File: src/rtl/char_pwm_decode_pkg.sv
`default_nettype none
// ============================================================================
// Module      : char_pwm_pkg
// Description : Shared constants and types for the phase-encoded 16-segment
//               character link (patterns, character codes, error codes,
//               decoder FSM states).
// Revision    : 1.0 - initial release
// ============================================================================
package char_pwm_pkg;

  // Segment patterns as seen in the high half of the reference (1 = in phase)
  localparam logic [15:0] c_PAT_A = 16'h9F8F;
  localparam logic [15:0] c_PAT_J = 16'h6998;
  localparam logic [15:0] c_PAT_N = 16'h9DA9;
  localparam logic [15:0] c_PAT_X = 16'h9679;

  typedef enum logic [1:0] {
    CHAR_A = 2'b00,
    CHAR_J = 2'b01,
    CHAR_N = 2'b10,
    CHAR_X = 2'b11
  } char_e;

  typedef enum logic [1:0] {
    ERR_NONE    = 2'b00,
    ERR_PHASE   = 2'b01,
    ERR_UNKNOWN = 2'b10,
    ERR_GLITCH  = 2'b11
  } err_e;

  typedef enum logic [2:0] {
    ST_IDLE      = 3'd0,
    ST_SETTLE_HI = 3'd1,
    ST_WAIT_FALL = 3'd2,
    ST_SETTLE_LO = 3'd3,
    ST_EVAL      = 3'd4
  } state_e;

  typedef struct packed {
    logic  hit;
    char_e code;
  } match_t;

  // Look a captured high-phase word up in the pattern table
  function automatic match_t match_pattern(input logic [15:0] word);
    match_t m;
    m.hit  = 1'b1;
    m.code = CHAR_A;
    case (word)
      c_PAT_A: m.code = CHAR_A;
      c_PAT_J: m.code = CHAR_J;
      c_PAT_N: m.code = CHAR_N;
      c_PAT_X: m.code = CHAR_X;
      default: m.hit  = 1'b0;
    endcase
    return m;
  endfunction

endpackage
`default_nettype wire

File: src/rtl/char_pwm_decode_if.sv
`default_nettype none
// ============================================================================
// Module      : char_pwm_decode_if
// Description : Link pins and decoded-status bundle of the character decoder.
//               master = link/monitor side, slave = decoder.
// Revision    : 1.0 - initial release
// ============================================================================
interface char_pwm_decode_if;
  import char_pwm_pkg::*;

  logic        ref_in;
  logic [15:0] digit_in;
  char_e       char_code;
  logic        char_valid;
  logic        char_strobe;
  logic        err_strobe;
  err_e        err_code;
  logic        link_lost;

  modport master (
    output ref_in, digit_in,
    input  char_code, char_valid, char_strobe, err_strobe, err_code, link_lost
  );

  modport slave (
    input  ref_in, digit_in,
    output char_code, char_valid, char_strobe, err_strobe, err_code, link_lost
  );

endinterface
`default_nettype wire

File: src/rtl/char_pwm_decode_sync_2ff.sv
`default_nettype none
// ============================================================================
// Module      : sync_2ff
// Description : Two-flop synchronizer bank for asynchronous inputs.
// Revision    : 1.0 - initial release
// ============================================================================
module sync_2ff #(
  parameter int WIDTH = 1
) (
  input  wire logic             clk,
  input  wire logic             rst,
  input  wire logic [WIDTH-1:0] i_d,
  output logic      [WIDTH-1:0] o_q
);

  logic [WIDTH-1:0] r_meta;
  logic [WIDTH-1:0] r_sync;

  // Two back-to-back flops give metastability a full cycle to resolve
  always_ff @(posedge clk or posedge rst) begin
    if (rst) begin
      r_meta <= '0;
      r_sync <= '0;
    end else begin
      r_meta <= i_d;
      r_sync <= r_meta;
    end
  end

  assign o_q = r_sync;

endmodule
`default_nettype wire

File: src/rtl/char_pwm_decode.sv
`default_nettype none
// ============================================================================
// Module      : char_pwm_decode
// Description : Receive-side decoder for the phase-encoded character link.
//               Samples the segment lines after each reference edge, checks
//               the two halves are complementary, looks up the character,
//               filters it over consecutive periods and reports errors/loss.
// Revision    : 1.0 - initial release
// ============================================================================
module char_pwm_decode
  import char_pwm_pkg::*;
#(
  parameter int          SETTLE      = 4,
  parameter int          MATCH_COUNT = 2,
  parameter logic [31:0] TIMEOUT     = 32'd1048576
) (
  input wire logic          clk,
  input wire logic          rst,
  char_pwm_decode_if.slave  bus
);

  localparam logic [31:0] c_SETTLE_LAST = 32'(SETTLE - 1);
  localparam logic [3:0]  c_MATCH       = 4'(MATCH_COUNT);

  logic [16:0] w_sync;
  logic        w_ref_s;
  logic [15:0] w_dig_s;
  logic        r_ref_d;
  logic        w_rise, w_fall, w_edge;

  state_e      r_state, w_state_nxt;
  logic [31:0] r_cnt;
  logic [31:0] r_wd;
  logic [15:0] r_hi, r_lo;
  logic        w_cnt_clr, w_cnt_inc, w_cap_hi, w_cap_lo, w_glitch, w_eval;
  logic        w_timeout;

  char_e       r_cand;
  logic [3:0]  r_streak;
  char_e       r_code;
  logic        r_valid, r_char_strobe, r_err_strobe, r_link_lost;
  err_e        r_err_code;

  match_t      w_match;
  logic        w_phase_ok, w_good, w_err_eval, w_confirm;
  logic [3:0]  w_streak_new;
  err_e        w_err_kind;

  sync_2ff #(.WIDTH(17)) u_sync (
    .clk (clk),
    .rst (rst),
    .i_d ({bus.ref_in, bus.digit_in}),
    .o_q (w_sync)
  );

  assign w_ref_s = w_sync[16];
  assign w_dig_s = w_sync[15:0];
  assign w_rise  = w_ref_s & ~r_ref_d;
  assign w_fall  = ~w_ref_s & r_ref_d;
  assign w_edge  = w_rise | w_fall;

  // Fires once per silent stretch: the watchdog saturates past TIMEOUT
  assign w_timeout = ~w_edge & (r_wd == TIMEOUT - 32'd1);

  // Delayed reference for edge detection and the saturating link watchdog
  always_ff @(posedge clk or posedge rst) begin
    if (rst) begin
      r_ref_d <= 1'b0;
      r_wd    <= '0;
    end else begin
      r_ref_d <= w_ref_s;
      if (w_edge)
        r_wd <= '0;
      else if (r_wd != 32'hFFFF_FFFF)
        r_wd <= r_wd + 32'd1;
    end
  end

  // FSM state register
  always_ff @(posedge clk or posedge rst) begin
    if (rst) r_state <= ST_IDLE;
    else     r_state <= w_state_nxt;
  end

  // FSM next state; an opposite edge during settling beats terminal count
  always_comb begin
    w_state_nxt = r_state;
    w_cnt_clr   = 1'b0;
    w_cnt_inc   = 1'b0;
    w_cap_hi    = 1'b0;
    w_cap_lo    = 1'b0;
    w_glitch    = 1'b0;
    w_eval      = 1'b0;
    case (r_state)
      ST_IDLE: begin
        if (w_rise) begin
          w_state_nxt = ST_SETTLE_HI;
          w_cnt_clr   = 1'b1;
        end
      end
      ST_SETTLE_HI: begin
        if (w_fall) begin
          w_glitch    = 1'b1;
          w_state_nxt = ST_IDLE;
        end else if (r_cnt == c_SETTLE_LAST) begin
          w_cap_hi    = 1'b1;
          w_state_nxt = ST_WAIT_FALL;
        end else begin
          w_cnt_inc   = 1'b1;
        end
      end
      ST_WAIT_FALL: begin
        if (w_fall) begin
          w_state_nxt = ST_SETTLE_LO;
          w_cnt_clr   = 1'b1;
        end
      end
      ST_SETTLE_LO: begin
        if (w_rise) begin
          w_glitch    = 1'b1;
          w_state_nxt = ST_IDLE;
        end else if (r_cnt == c_SETTLE_LAST) begin
          w_cap_lo    = 1'b1;
          w_state_nxt = ST_EVAL;
        end else begin
          w_cnt_inc   = 1'b1;
        end
      end
      ST_EVAL: begin
        w_eval      = 1'b1;
        w_state_nxt = ST_IDLE;
      end
      default: w_state_nxt = ST_IDLE;
    endcase
    if (w_timeout) w_state_nxt = ST_IDLE;
  end

  // Period evaluation; a coincident timeout discards the result
  always_comb begin
    w_match      = match_pattern(r_hi);
    w_phase_ok   = (r_lo == ~r_hi);
    w_streak_new = 4'd1;
    if (w_match.code == r_cand)
      w_streak_new = (r_streak == c_MATCH) ? r_streak : r_streak + 4'd1;
    w_good       = w_eval & ~w_timeout & w_phase_ok & w_match.hit;
    w_err_eval   = w_eval & ~w_timeout & ~(w_phase_ok & w_match.hit);
    w_confirm    = w_good & (w_streak_new == c_MATCH) &
                   ((w_match.code != r_code) | ~r_valid);
    w_err_kind   = ERR_GLITCH;
    if (w_err_eval) w_err_kind = w_phase_ok ? ERR_UNKNOWN : ERR_PHASE;
  end

  // Settle counter, captures, match filter and registered outputs
  always_ff @(posedge clk or posedge rst) begin
    if (rst) begin
      r_cnt         <= '0;
      r_hi          <= '0;
      r_lo          <= '0;
      r_cand        <= CHAR_A;
      r_streak      <= '0;
      r_code        <= CHAR_A;
      r_valid       <= 1'b0;
      r_char_strobe <= 1'b0;
      r_err_strobe  <= 1'b0;
      r_err_code    <= ERR_NONE;
      r_link_lost   <= 1'b1;
    end else begin
      r_char_strobe <= 1'b0;
      r_err_strobe  <= 1'b0;
      if (w_cnt_clr)      r_cnt <= '0;
      else if (w_cnt_inc) r_cnt <= r_cnt + 32'd1;
      if (w_cap_hi) r_hi <= w_dig_s;
      if (w_cap_lo) r_lo <= w_dig_s;
      if (w_timeout) begin
        r_link_lost <= 1'b1;
        r_valid     <= 1'b0;
        r_streak    <= '0;
      end else if (w_glitch || w_err_eval) begin
        r_err_strobe <= 1'b1;
        r_err_code   <= w_err_kind;
        r_streak     <= '0;
      end else if (w_good) begin
        r_link_lost <= 1'b0;
        r_cand      <= w_match.code;
        r_streak    <= w_streak_new;
        if (w_confirm) begin
          r_code        <= w_match.code;
          r_valid       <= 1'b1;
          r_char_strobe <= 1'b1;
        end
      end
    end
  end

  assign bus.char_code   = r_code;
  assign bus.char_valid  = r_valid;
  assign bus.char_strobe = r_char_strobe;
  assign bus.err_strobe  = r_err_strobe;
  assign bus.err_code    = r_err_code;
  assign bus.link_lost   = r_link_lost;

endmodule
`default_nettype wire

File: src/flat_wrapper.sv
// flat-port wrapper written by rule: the top's interface ports become plain ports
module char_pwm_decode_flat import char_pwm_pkg::*;
#(
  parameter int          SETTLE      = 4,
  parameter int          MATCH_COUNT = 2,
  parameter logic [31:0] TIMEOUT     = 32'd1048576
)
  (clk, rst, bus_ref_in, bus_digit_in, bus_char_code, bus_char_valid, bus_char_strobe, bus_err_strobe, bus_err_code, bus_link_lost);
  char_pwm_decode_if bus_i ();
  input wire logic clk;
  input wire logic rst;
  input wire logic [$bits(bus_i.ref_in)-1:0] bus_ref_in;
  input wire logic [$bits(bus_i.digit_in)-1:0] bus_digit_in;
  output wire logic [$bits(bus_i.char_code)-1:0] bus_char_code;
  output wire logic [$bits(bus_i.char_valid)-1:0] bus_char_valid;
  output wire logic [$bits(bus_i.char_strobe)-1:0] bus_char_strobe;
  output wire logic [$bits(bus_i.err_strobe)-1:0] bus_err_strobe;
  output wire logic [$bits(bus_i.err_code)-1:0] bus_err_code;
  output wire logic [$bits(bus_i.link_lost)-1:0] bus_link_lost;
  assign bus_i.ref_in = bus_ref_in;
  assign bus_i.digit_in = bus_digit_in;
  assign bus_char_code = bus_i.char_code;
  assign bus_char_valid = bus_i.char_valid;
  assign bus_char_strobe = bus_i.char_strobe;
  assign bus_err_strobe = bus_i.err_strobe;
  assign bus_err_code = bus_i.err_code;
  assign bus_link_lost = bus_i.link_lost;
  char_pwm_decode #(.SETTLE(SETTLE), .MATCH_COUNT(MATCH_COUNT), .TIMEOUT(TIMEOUT)) u_core (.clk(clk), .rst(rst), .bus(bus_i));
endmodule
File: config.mk
export PLATFORM = sky130hd
export DESIGN_NAME = char_pwm_decode_flat
export DESIGN_NICKNAME = d
export VERILOG_FILES = /design/src/rtl/char_pwm_decode_pkg.sv /design/src/rtl/char_pwm_decode_if.sv /design/src/rtl/char_pwm_decode_sync_2ff.sv /design/src/rtl/char_pwm_decode.sv /design/src/flat_wrapper.sv
export SDC_FILE = /design/constraint.sdc
export NUM_CORES = 1
export LEC_CHECK = 0
export ABC_AREA = 1
export CAP_MARGIN = 10
export CORE_UTILIZATION = 40
export CTS_CLUSTER_SIZE = 14
export DETAILED_ROUTE_END_ITERATION = 10
export GPL_TIMING_DRIVEN = 0
export SLEW_MARGIN = 20
export SYNTH_ARGS = -nofsm -noshare
export SYNTH_HDL_FRONTEND = slang
export SYNTH_HIERARCHICAL = 1
export SYNTH_SLANG_ARGS = --single-unit
File: constraint.sdc
create_clock -name clk -period 8.1 [get_ports clk]
set_input_delay 1.62 -clock clk [delete_from_list [all_inputs] [get_ports clk]]
set_output_delay 1.62 -clock clk [all_outputs]
set_load 0.03 [all_outputs]
==> Word level (Yosys, flattened, before mapping) <==
Cells that the tools add are included.
{ "classes": {"addsub": 3, "multipliers": 0, "div_mod_pow": 0, "order_cmp": 0, "eq_ne": 21, "n_shift": 0, "mux": 48, "n_bitwise": 20, "n_reduce_logical": 14} }
{ "ops": {"columns": ["operator", "n"], "rows": [
  ["$mux 32", 4],
  ["$add 32x1->32 const B", 2],
  ["$eq 16x16->1 const B", 3],
  ["$eq 32x2->1 const B", 1],
  ["$eq 32x20->1 const B", 1],
  ["$ne 32x32->1 const B", 1],
  ["$mux 1", 25],
  ["$mux 3", 7],
  ["$mux 4", 5],
  ["$eq 16x15->1 const B", 1],
  ["$eq 16x16->1", 1],
  ["$not 16->16", 1],
  ["$pmux 3 s4", 1],
  ["$and 1x1->1", 10],
  ["$eq 4x2->1 const B", 2],
  ["$ne 4x1->1 const B", 2],
  ["$reduce_and 4->1", 2],
  ["$reduce_bool 2->1", 4],
  ["$not 1->1", 7],
  ["$eq 3x2->1 const B", 2],
  ["$ne 3x1->1 const B", 2],
  ["$pmux 1 s2", 3],
  ["$pmux 2 s3", 1],
  ["$reduce_and 3->1", 2],
  ["13 further kinds", 16]
]} }
{ "word_totals": {"reg_bits": 148, "latchBits": 0, "ram_bits": 0, "romBits": 0, "inputBits": 19, "output_inout_bits": 8, "word_cells": 122, "memories": 0} }

==> Depth between registers and ports, before layout <==
{ "logic_depth": {"ltp_word": 15, "ltp_mapped": 15, "depth_no_buf": 14} }

==> Hierarchy <==
The synthesis kept the hierarchy.
{ "by_module_without_submodules": {"columns": ["module", "instances", "cells_per_inst", "area_per_inst_um2", "seq_area_each_um2"], "rows": [
  ["char_pwm_decode", 1, 1024, 7223.2, 2854.0],
  ["sync_2ff", 1, 35, 854.6, 850.8]
]} }

==> Least setup slack after synthesis <==
No wires, ideal clock.
{ "synth_path": {"path_kind": "flip-flop to output port", "start": "reg u_core.r_link_lost, in the netlist u_core/bus.link_lost", "end": "out bus_link_lost", "arrival_time_ns": 0.597, "required_ns": 6.480, "setup_slack_ns": 5.883, "path_stages_with_launch": 1, "n_path_buf": 0, "cell_sequence": "dfstp_2"} }
{ "synth_rtl": {"columns": ["element", "line_no", "rtl"], "rows": [
  ["start: declaration", "char_pwm_decode.sv:41", "logic r_valid, r_char_strobe, r_err_strobe, r_link_lost;"],
  ["start signal: assignment", "char_pwm_decode.sv:166", "r_link_lost <= 1'b1;"],
  ["start signal: assignment", "char_pwm_decode.sv:175", "r_link_lost <= 1'b1;"],
  ["start signal: assignment", "char_pwm_decode.sv:183", "r_link_lost <= 1'b0;"],
  ["end: declaration", "flat_wrapper.sv:19", "output wire logic [$bits(bus_i.link_lost)-1:0] bus_link_lost;"]
]} }
No word-level cell between the ends.

==> Worst setup path after layout <==
{ "layout_path": {"start": "reg u_core.r_link_lost, in the netlist u_core/bus.link_lost", "end": "out bus_link_lost"} }
No word-level cell between the ends.

==> metrics.md <==
| Metric | Value |
|---|---|
| Crit path required time | 6.48 ns |
| Synth top area share | 45.5% |
| Status | finished, final reports clean |
| CP Launch Type | flip-flop |
| Synth warn | 6 |
| Initial antenna violation count | 0 |
| WHS Endpoint | u_core/u_sync/o_q[15]$_DFF_PP0_ |
| Mapped Area | 0.00808 mm2 |
| Fillers | 1,976 |
| Synth cell count leaders | 266 x nand2_1, 147 x dfrtp_1, 141 x inv_1, 126 x nor2_1 |
| Syn nets | 1,084 |
| Slowest cell on crit path | clkdlybuf4s50_1 |
| Syn Area/Cell | 7.63 um2 |
| Buffers & Inverters on Critical Path | 1 |
| Synth Register Bits | 148 |
| Vias in the first global route | 6,585 |
| Post-route DRC | 0 |
| Startpoint of the lowest-slack hold path | u_core/u_sync/r_meta[15]$_DFF_PP0_ |
| Reg2Reg Depth | 6 |
| Worst-path clk slew | 0.07 ns |
| Worst r2r dst | u_core/r_wd[14]$_DFFE_PP0P_ |
| Synth-to-Final Area Change | 15.3% |
| DP Area | 0.00870 mm2 |
| Arrival @ worst endpoint | 1.63 ns |
| Net Switching | 0.000790 W |
| Post-synthesis cell type count | 45 |
| Ports | 27 |
| Setup TNS | 0 ns |
| RSZ-0062 raised after global routing | false |
| Crit-path cells | clkdlybuf4s50_1 |
| Worst-Margin Slew | 0.720 ns |
| Drt pass-1 iters | 5 |
| WL/cell | 14.2 um |
| Synth area leaders | dfrtp_1 46%, nand2_1 12%, inv_1 6.6% |
| P_leak | 4.26 nW |
| Largest net degree at the start of global routing | 67 |
| GP Congestion | 0.934 |
| Area leader, netlist | dfrtp_1 |
| Setup WS post-layout | 4.85 ns |
| Fin crit period | 3.25 ns |
| Post-synthesis sequential area ratio | 45.9% |
| Die span in y | 144 um |
| Max VDD drop | 0.122 mV |
| Max Cap Viol | 0 |
| Fin area | 0.00931 mm2 |
| Share of cells above drive strength 1 | 11.3% |
| WL final | 19,700 um |
| Critical Path End Type | primary output |
| Maximum clock rate | 308 MHz |
| First-pass GRT wire length | 32,600 um |
| Die width | 144 um |
| Post-synth top flop | dfrtp_1 |
| Cell Pwr Density | 235 mW/mm2 |
| Final hold vios | 0 |
| Resized cells post-CTS | 0 |
| Worst hold path type | flip-flop to flip-flop |
| CTS buffer count | 17 |
| Clock Root Buffer | clkbuf_16 |
| Routed vias/inst | 5.05 |
| CP Launch Point | u_core/bus.link_lost$_DFFE_PP1P_ |
| Logic pwr share | 22.1% |
| Sequential share of power | 41.7% |
| Initial Util | 41.1% |
| Net Sw Frac | 36.0% |
| Clk_lat worst skew | 0.43 ns |
| Total internal power | 0.00140 W |
| Post-synth EDFFs | 0 |
| Fin Clk Skew | 0.0148 ns |
| Clk pwr share | 36.2% |
| Die Area | 0.0208 mm2 |
| Synth Instances | 1,059 |
| Core area | 0.0197 mm2 |
| Setup violators final | 0 |
| CP max FO | 2 |
| Reg2reg start | u_core/u_sync/o_q[16]$_DFF_PP0_ |
| GRT overflow | 0 |
| Hold Buf Count CTS | 0 |
| Buffers on Ports | 26 |
| CTS tree | built |
| Post-synth ARST share | 100% |
| Slew headroom | 51.9% |
| Max-slew violations | 0 |
| Antenna-violating nets left | 0 |
| Clk buf depth | 2 |
| Worst R2R Setup Slack | 5.94 ns |
| Cell Rows | 51 |
| Post-place setup slack | 5.22 ns |
| Via Count | 6,991 |
| Top-count cell post-synth | nand2_1 |
| Drt initial violations | 463 |
| Crit-path max cell delay | 0.67 ns |
| Total setup buffers inserted after CTS | 0 |
| Top Family by Delay on Critical Path | buffers and inverters |
| HPWL Detailed | 14,400 um |
| Nets | 1,130 |
| Clock H-tree levels | 4 |
| CP Class | flip-flop to primary output |
| # clock sinks | 148 |
| Hold path cells | 0 |
| Tcrit/Tclk final | 40.1% |
| Total GRT Usage | 20.3% |
| Antenna Cells | 0 |
==> worst max-delay path by stage <==
stage                                          endpoint  cells past startpoint
floorplan           u_core/bus.char_code[0]$_DFFE_PP0P_                      1
finish                                    bus_link_lost                      1
CTS                                       bus_link_lost                      1
global route                              bus_link_lost                      1
global placement             u_core/r_wd[9]$_DFFE_PP0P_                      2
detailed placement     u_core/bus.link_lost$_DFFE_PP1P_                      3
==> routing by layer <==
layer	vias to the layer above	GRT usage (%)	share of wire, %
met5	-	0	0
met4	0	6.05	0.98
met3	17	4.54	4.3
met2	162	33.7	47
met1	3303	26.4	47
li1	3509	-	-
==> layout by cell type (no fill, tap or decap), types with 10 or more instances in the layout <==
cell,count
nor3_1,33
inv_1,139
nor2_2,15
dfrtp_1,147
o21ai_0,63
nor2_1,126
xor2_1,14
inv_2,14
nand3_2,10
nand2_1,266
a21oi_1,24
nand4_1,37
nand3_1,63
clkbuf_16,17
nand2_2,10
clkdlybuf4s50_1,26
o21ai_1,14
o31ai_1,11
==> final cells by class <==
class                      instances  area (um2)  share of cell area (%)
buffer                            19         116                    1.25
timing repair buffer              27         288                    3.09
sequential                       148        3700                    39.8
clock buffer                      17         425                    4.57
inverter                         155         599                    6.44
multi-input combinational        737        3660                    39.3
tap                              265         332                    3.56
clock inverter                    15         185                    1.99
==> power groups by stage <==
stage               Clock [W]  Sequential, W  Combinational [W]
global placement            0       0.000926           0.000479
finish               0.000793       0.000914           0.000485
floorplan                   0       0.000906           0.000361
detailed placement          0       0.000925           0.000487
global route         0.000848       0.000929           0.000555
CTS                  0.000812       0.000913           0.000488
==> kinds of logic after synthesis <==
| group | Yosys count | share of synthesized area [%] |
|---|---|---|
| adders and majority gates | 6 | 0.929 |
| and+or+nand+nor | 590 | 34.0 |
| AOI/OAI and AO/OA | 127 | 8.84 |
| xor gates and xnor gates | 14 | 1.52 |
| buffers and inverters | 174 | 8.80 |
| DFF | 148 | 45.9 |
==> flip-flops by register name, indices dropped and copies added, names as in the netlist <==
name and cells:
u_core/r_state 3, u_core/r_streak 4, u_core/r_cnt 32, u_core/r_ref_d 1, u_core/bus.char_valid 1, u_core/bus.err_strobe 1, u_core/u_sync/r_meta 17, u_core/r_lo 16
u_core/r_wd 32, u_core/r_cand 2, u_core/bus.char_code 2, u_core/r_hi 16, u_core/bus.err_code 2, u_core/bus.char_strobe 1, u_core/bus.link_lost 1, u_core/u_sync/o_q 17
==> stage by stage <==
stage	util, %	cells	hold slack, ns	total power [W]
2_1_floorplan	-	1059	0.331	0.00127
3_3_place_gp	44.1	1350	0.334	0.00141
3_5_place_dp	44.3	1351	0.336	0.00141
4_1_cts	47.4	1383	0.341	0.00221
5_1_grt	47.4	1383	0.342	0.00233
6_report	47.4	1383	0.335	0.00219
Power figures use the tool's default switching activity.
==> RTL edit 1: new RTL, same settings <==
Re-encode `char_e` (4 values) as Gray code, 2 bits wide.
--- a/src/rtl/char_pwm_decode_pkg.sv
+++ b/src/rtl/char_pwm_decode_pkg.sv
@@ -17,8 +17,8 @@
   typedef enum logic [1:0] {
     CHAR_A = 2'b00,
     CHAR_J = 2'b01,
-    CHAR_N = 2'b10,
-    CHAR_X = 2'b11
+    CHAR_N = 2'b11,
+    CHAR_X = 2'b10
   } char_e;
 
   typedef enum logic [1:0] {
Formal check against the unedited RTL: same outputs for any inputs over 10 cycles, from zero or initial values and one cycle with rst high; not proved beyond that.
==> RTL edit 1 against the original RTL <==
Worst setup slack better by 27 ps. Sequential cell count is the same. Final area rose by 0.27%. Clock power fell by 6.3%. Largest power group unchanged. Final cell count grew 0.65%. Wire length shrank 0.93%. Critical endpoint unchanged. Hold slack better by 7.8 ps. Synthesized area rose by 0.93%. Power fell by 1.2%. Clock skew decreased by 3.8 ps. First-iteration DRC count shrank 30%.
==> RTL edit 1: results <==
metrics = {
    "place": {
        "gp_congestion": 0.917,
        "placed_cells_incl_taps": 1360,
        "io_buffers": 26,
        "dp_hpwl_um": 14600,
    },
    "logic_synthesis": {
        "yosys_warnings": 6,
        "avgSynthCellArea_um2": 7.63,
        "yosysUniqueCellTypes": 46,
        "netlist_top_cells_count": "nand2_1, dfrtp_1, inv_1",
        "synth_seq_area_share": 0.454,
        "yosys-top-cells-area": "dfrtp_1, nand2_1, inv_1, nor2_1, nand3_1",
    },
    "worst_hold_path": {
        "min-delay-start": "u_core/u_sync/r_meta[7]$_DFF_PP0_",
        "hold_end": "u_core/u_sync/o_q[7]$_DFF_PP0_",
        "hold_depth": 0,
    },
    "drt": {
        "wl_per_cell_um": 14.0,
        "route.vias.total": 6939,
        "vias_per_cell": 4.98,
        "initialDrtViolationCount": 322,
    },
    "global_routing": {
        "grt_pass1_vias": 6767,
        "grt_pass1_wl_um": 33300,
        "grt_usage": 0.205,
        "grt_max_degree": 61,
    },
    "critical_path": {
        "rr_worst_depth": 8,
        "rrSetupSlack_ps": 5980,
        "r2r_start": "u_core/r_wd[0]$_DFFE_PP0P_",
        "r2r_end": "u_core/r_wd[7]$_DFFE_PP0P_",
        "arrival_ps": 1600,
    },
    "clock_tree": {
        "cts_resized": 0,
        "post-cts-setup-buffer-count": 0,
        "root_buffer": "clkbuf_16",
    },
    "pwr": {
        "vdd_drop_max_uv": 145,
        "power_leakage_nw": 4.25,
    },
    "finish": {
        "drive_above_1_share": 0.127,
    },
    "sta": {
        "worst-slew-pin-transition_ps": 723,
        "whs_ps": 342,
        "fin_skew_ps": 11.0,
    },
    "run_status": {
        "status": "completed",
    },
}
==> RTL edit 1: area by class of cell <==
| cell class | instances | area (µm²) |
|---|---|---|
| buffer | 18 | 113 |
| tap | 265 | 332 |
| inverter | 155 | 593 |
| timing repair buffer | 27 | 288 |
| clock inverter | 14 | 121 |
| multi-input combinational | 747 | 3750 |
| sequential | 148 | 3700 |
| fill | 1913 | 10400 |
| clock buffer | 18 | 439 |
==> RTL edit 1: cell families after synthesis <==
group / count (synthesis) / share of synthesized area
simple gates: 602 / 0.349
buf+inv: 173 / 0.0859
flops: 148 / 0.454
fa+ha+maj: 6 / 0.00921
xor+xnor: 14 / 0.0150
compound gates: 125 / 0.0864
==> RTL edit 1: per-layer routing <==
| metal | vias up | GRT usage | part of all wire |
|---|---|---|---|
| met1 | 3250 | 0.272 | 0.48 |
| met2 | 134 | 0.337 | 0.47 |
| met4 | 0 | 0.0681 | 0.015 |
| met5 | - | 0 | 0 |
| met3 | 24 | 0.0385 | 0.037 |
| li1 | 3531 | - | - |
==> RTL edit 1: power by group <==
group | switching [mW] | total, mW | internal [mW]
clock | 0.334 | 0.743 | 0.410
sequential | 0.0996 | 0.926 | 0.826
combinational | 0.336 | 0.497 | 0.161
==> RTL edit 1: through the flow <==
stage                     worst slack (ps)  total power, mW  area (µm²)
after floorplan                       3470             1.28        8150
after global placement                1580             1.42        8740
after detailed placement              5200             1.43        8780
after CTS                             4860             2.19        9340
after global routing                  4820             2.30        9340
final                                 4880             2.17        9340
==> RTL edit 1: how the worst max path moves through the flow <==
stage / start / end / slack, ps / cells after the start
floorplan: rst / u_core/bus.char_code[0]$_DFFE_PP0P_ / 3470 / 1
global placement: rst / u_core/r_wd[23]$_DFFE_PP0P_ / 1580 / 2
detailed placement: rst / u_core/bus.link_lost$_DFFE_PP1P_ / 5200 / 3
CTS: u_core/bus.link_lost$_DFFE_PP1P_ / bus_link_lost / 4860 / 1
global route: u_core/bus.link_lost$_DFFE_PP1P_ / bus_link_lost / 4820 / 1
finish: u_core/bus.link_lost$_DFFE_PP1P_ / bus_link_lost / 4880 / 1
==> RTL edit 2: new RTL, config.mk and constraints unchanged <==
Without the edit above. `TIMEOUT` is set to 32'd1048576 in 2 places; all go to 32'd786432.
--- a/src/rtl/char_pwm_decode.sv
+++ b/src/rtl/char_pwm_decode.sv
@@ -12,7 +12,7 @@
 #(
   parameter int          SETTLE      = 4,
   parameter int          MATCH_COUNT = 2,
-  parameter logic [31:0] TIMEOUT     = 32'd1048576
+  parameter logic [31:0] TIMEOUT     = 32'd786432
 ) (
   input wire logic          clk,
   input wire logic          rst,
--- a/src/flat_wrapper.sv
+++ b/src/flat_wrapper.sv
@@ -3,7 +3,7 @@
 #(
   parameter int          SETTLE      = 4,
   parameter int          MATCH_COUNT = 2,
-  parameter logic [31:0] TIMEOUT     = 32'd1048576
+  parameter logic [31:0] TIMEOUT     = 32'd786432
 )
   (clk, rst, bus_ref_in, bus_digit_in, bus_char_code, bus_char_valid, bus_char_strobe, bus_err_strobe, bus_err_code, bus_link_lost);
   char_pwm_decode_if bus_i ();
Check against the original RTL: no difference found for any inputs over 10 cycles, from zero or initial values and one cycle with rst high; that may be too few to reach the edited logic, so the function may still have changed.
==> RTL edit 2 against the original RTL <==
Sequential share of layout area up 0.26 points. Highest routed layer unchanged. Largest power group unchanged. Wire length down 3.3%. Critical path depth unchanged. Worst setup slack worse by 29 ps. Sequential cell count unchanged. Synthesized area down 1.1%. Power up 1.9%. Final area down 0.66%. Largest cell class unchanged.
==> RTL edit 2: results <==
metrics = {
    "critical_path": {
        "rrSetupSlack_ps": 5660,
        "slowest_delay_ps": 690,
        "r2r_end": "u_core/bus.err_code[0]$_DFFE_PP0P_",
        "crit_start": "u_core/bus.link_lost$_DFFE_PP1P_",
        "rr_worst_depth": 11,
    },
    "finish": {
        "multi_input_cells": 720,
        "clk_share": 0.0686,
        "seq_area_frac": 0.400,
        "inverters": 131,
        "buf_share": 0.0452,
        "fin_nets": 1092,
        "buffers_excl_clock": 49,
        "nFillCells": 1888,
        "multi_input_area_share": 0.396,
        "drive_above_1_share": 0.110,
        "finalCoreUtilization": 0.474,
    },
    "global_routing": {
        "grt_usage": 0.201,
        "grt_pass1_vias": 6457,
        "grt_max_degree": 76,
        "grt_pass1_wl_um": 32000,
    },
    "pwr": {
        "power_leakage_nw": 3.98,
        "p_clk_mw": 0.809,
        "p_comb_frac": 0.221,
        "power.internal_mw": 1.42,
        "vdd_drop_max_uv": 132,
    },
    "place": {
        "placed_cells_incl_taps": 1313,
        "dp_hpwl_um": 14000,
        "place_ws_ps": 5270,
        "placed_area_um2": 8620,
    },
    "logic_synthesis": {
        "syn_nets": 1046,
        "avgSynthCellArea_um2": 7.83,
        "yosysUniqueCellTypes": 50,
        "yosys_warnings": 6,
        "yosys-top-cells-area": "dfrtp_1, nand2_1, inv_1, nor2_1, o21ai_0",
        "synth_seq_area_share": 0.464,
        "netlist_top_cells_count": "nand2_1, dfrtp_1, inv_1",
    },
    "sta": {
        "finalWorstSetupSlack_ps": 4820,
        "whs_ps": 349,
        "worst-slew-pin-transition_ps": 684,
        "fin_skew_ps": 11.4,
    },
    "drt": {
        "vias_per_cell": 5.00,
        "route.vias.total": 6719,
        "initialDrtViolationCount": 459,
        "wl_per_cell_um": 14.2,
    },
    "run_status": {
        "status": "completed",
    },
    "clock_tree": {
        "cts.reportedPaths.clkPinSlew_ps": 70,
    },
    "worst_hold_path": {
        "min-delay-start": "u_core/u_sync/r_meta[12]$_DFF_PP0_",
        "hold_end": "u_core/u_sync/o_q[12]$_DFF_PP0_",
    },
}
-- RTL edit 2: cell count changes in the layout (fill, tap and decap cells not counted), moves of 7 or more --
cell	change
nor2_4	+7
inv_1	-15
nor4_1	+9
nand2_1	-8
nor2_1	-10
xor2_1	+10
nand3_1	-14
nor2_2	-10
a21oi_1	-7
o21ai_1	-10
o21ai_2	+10
inv_2	-8
-- RTL edit 2: routing by layer --
layer | vias to the layer above | track usage | routed length [µm]
met3 | 23 | 0.0383 | 769
met2 | 139 | 0.316 | 8640
met1 | 3145 | 0.282 | 9370
li1 | 3412 | - | -
met5 | - | 0 | 0
met4 | 0 | 0.0582 | 266
-- RTL edit 2: kinds of logic after synthesis --
group                      count (synthesis)  share of synthesized area
and+or+nand+nor                          558                      0.322
buffers and inverters                    153                     0.0778
AOI/OAI and AO/OA                        127                     0.0950
xor gates and xnor gates                  29                     0.0318
DFF                                      148                      0.464
adders and majority gates                  6                    0.00939
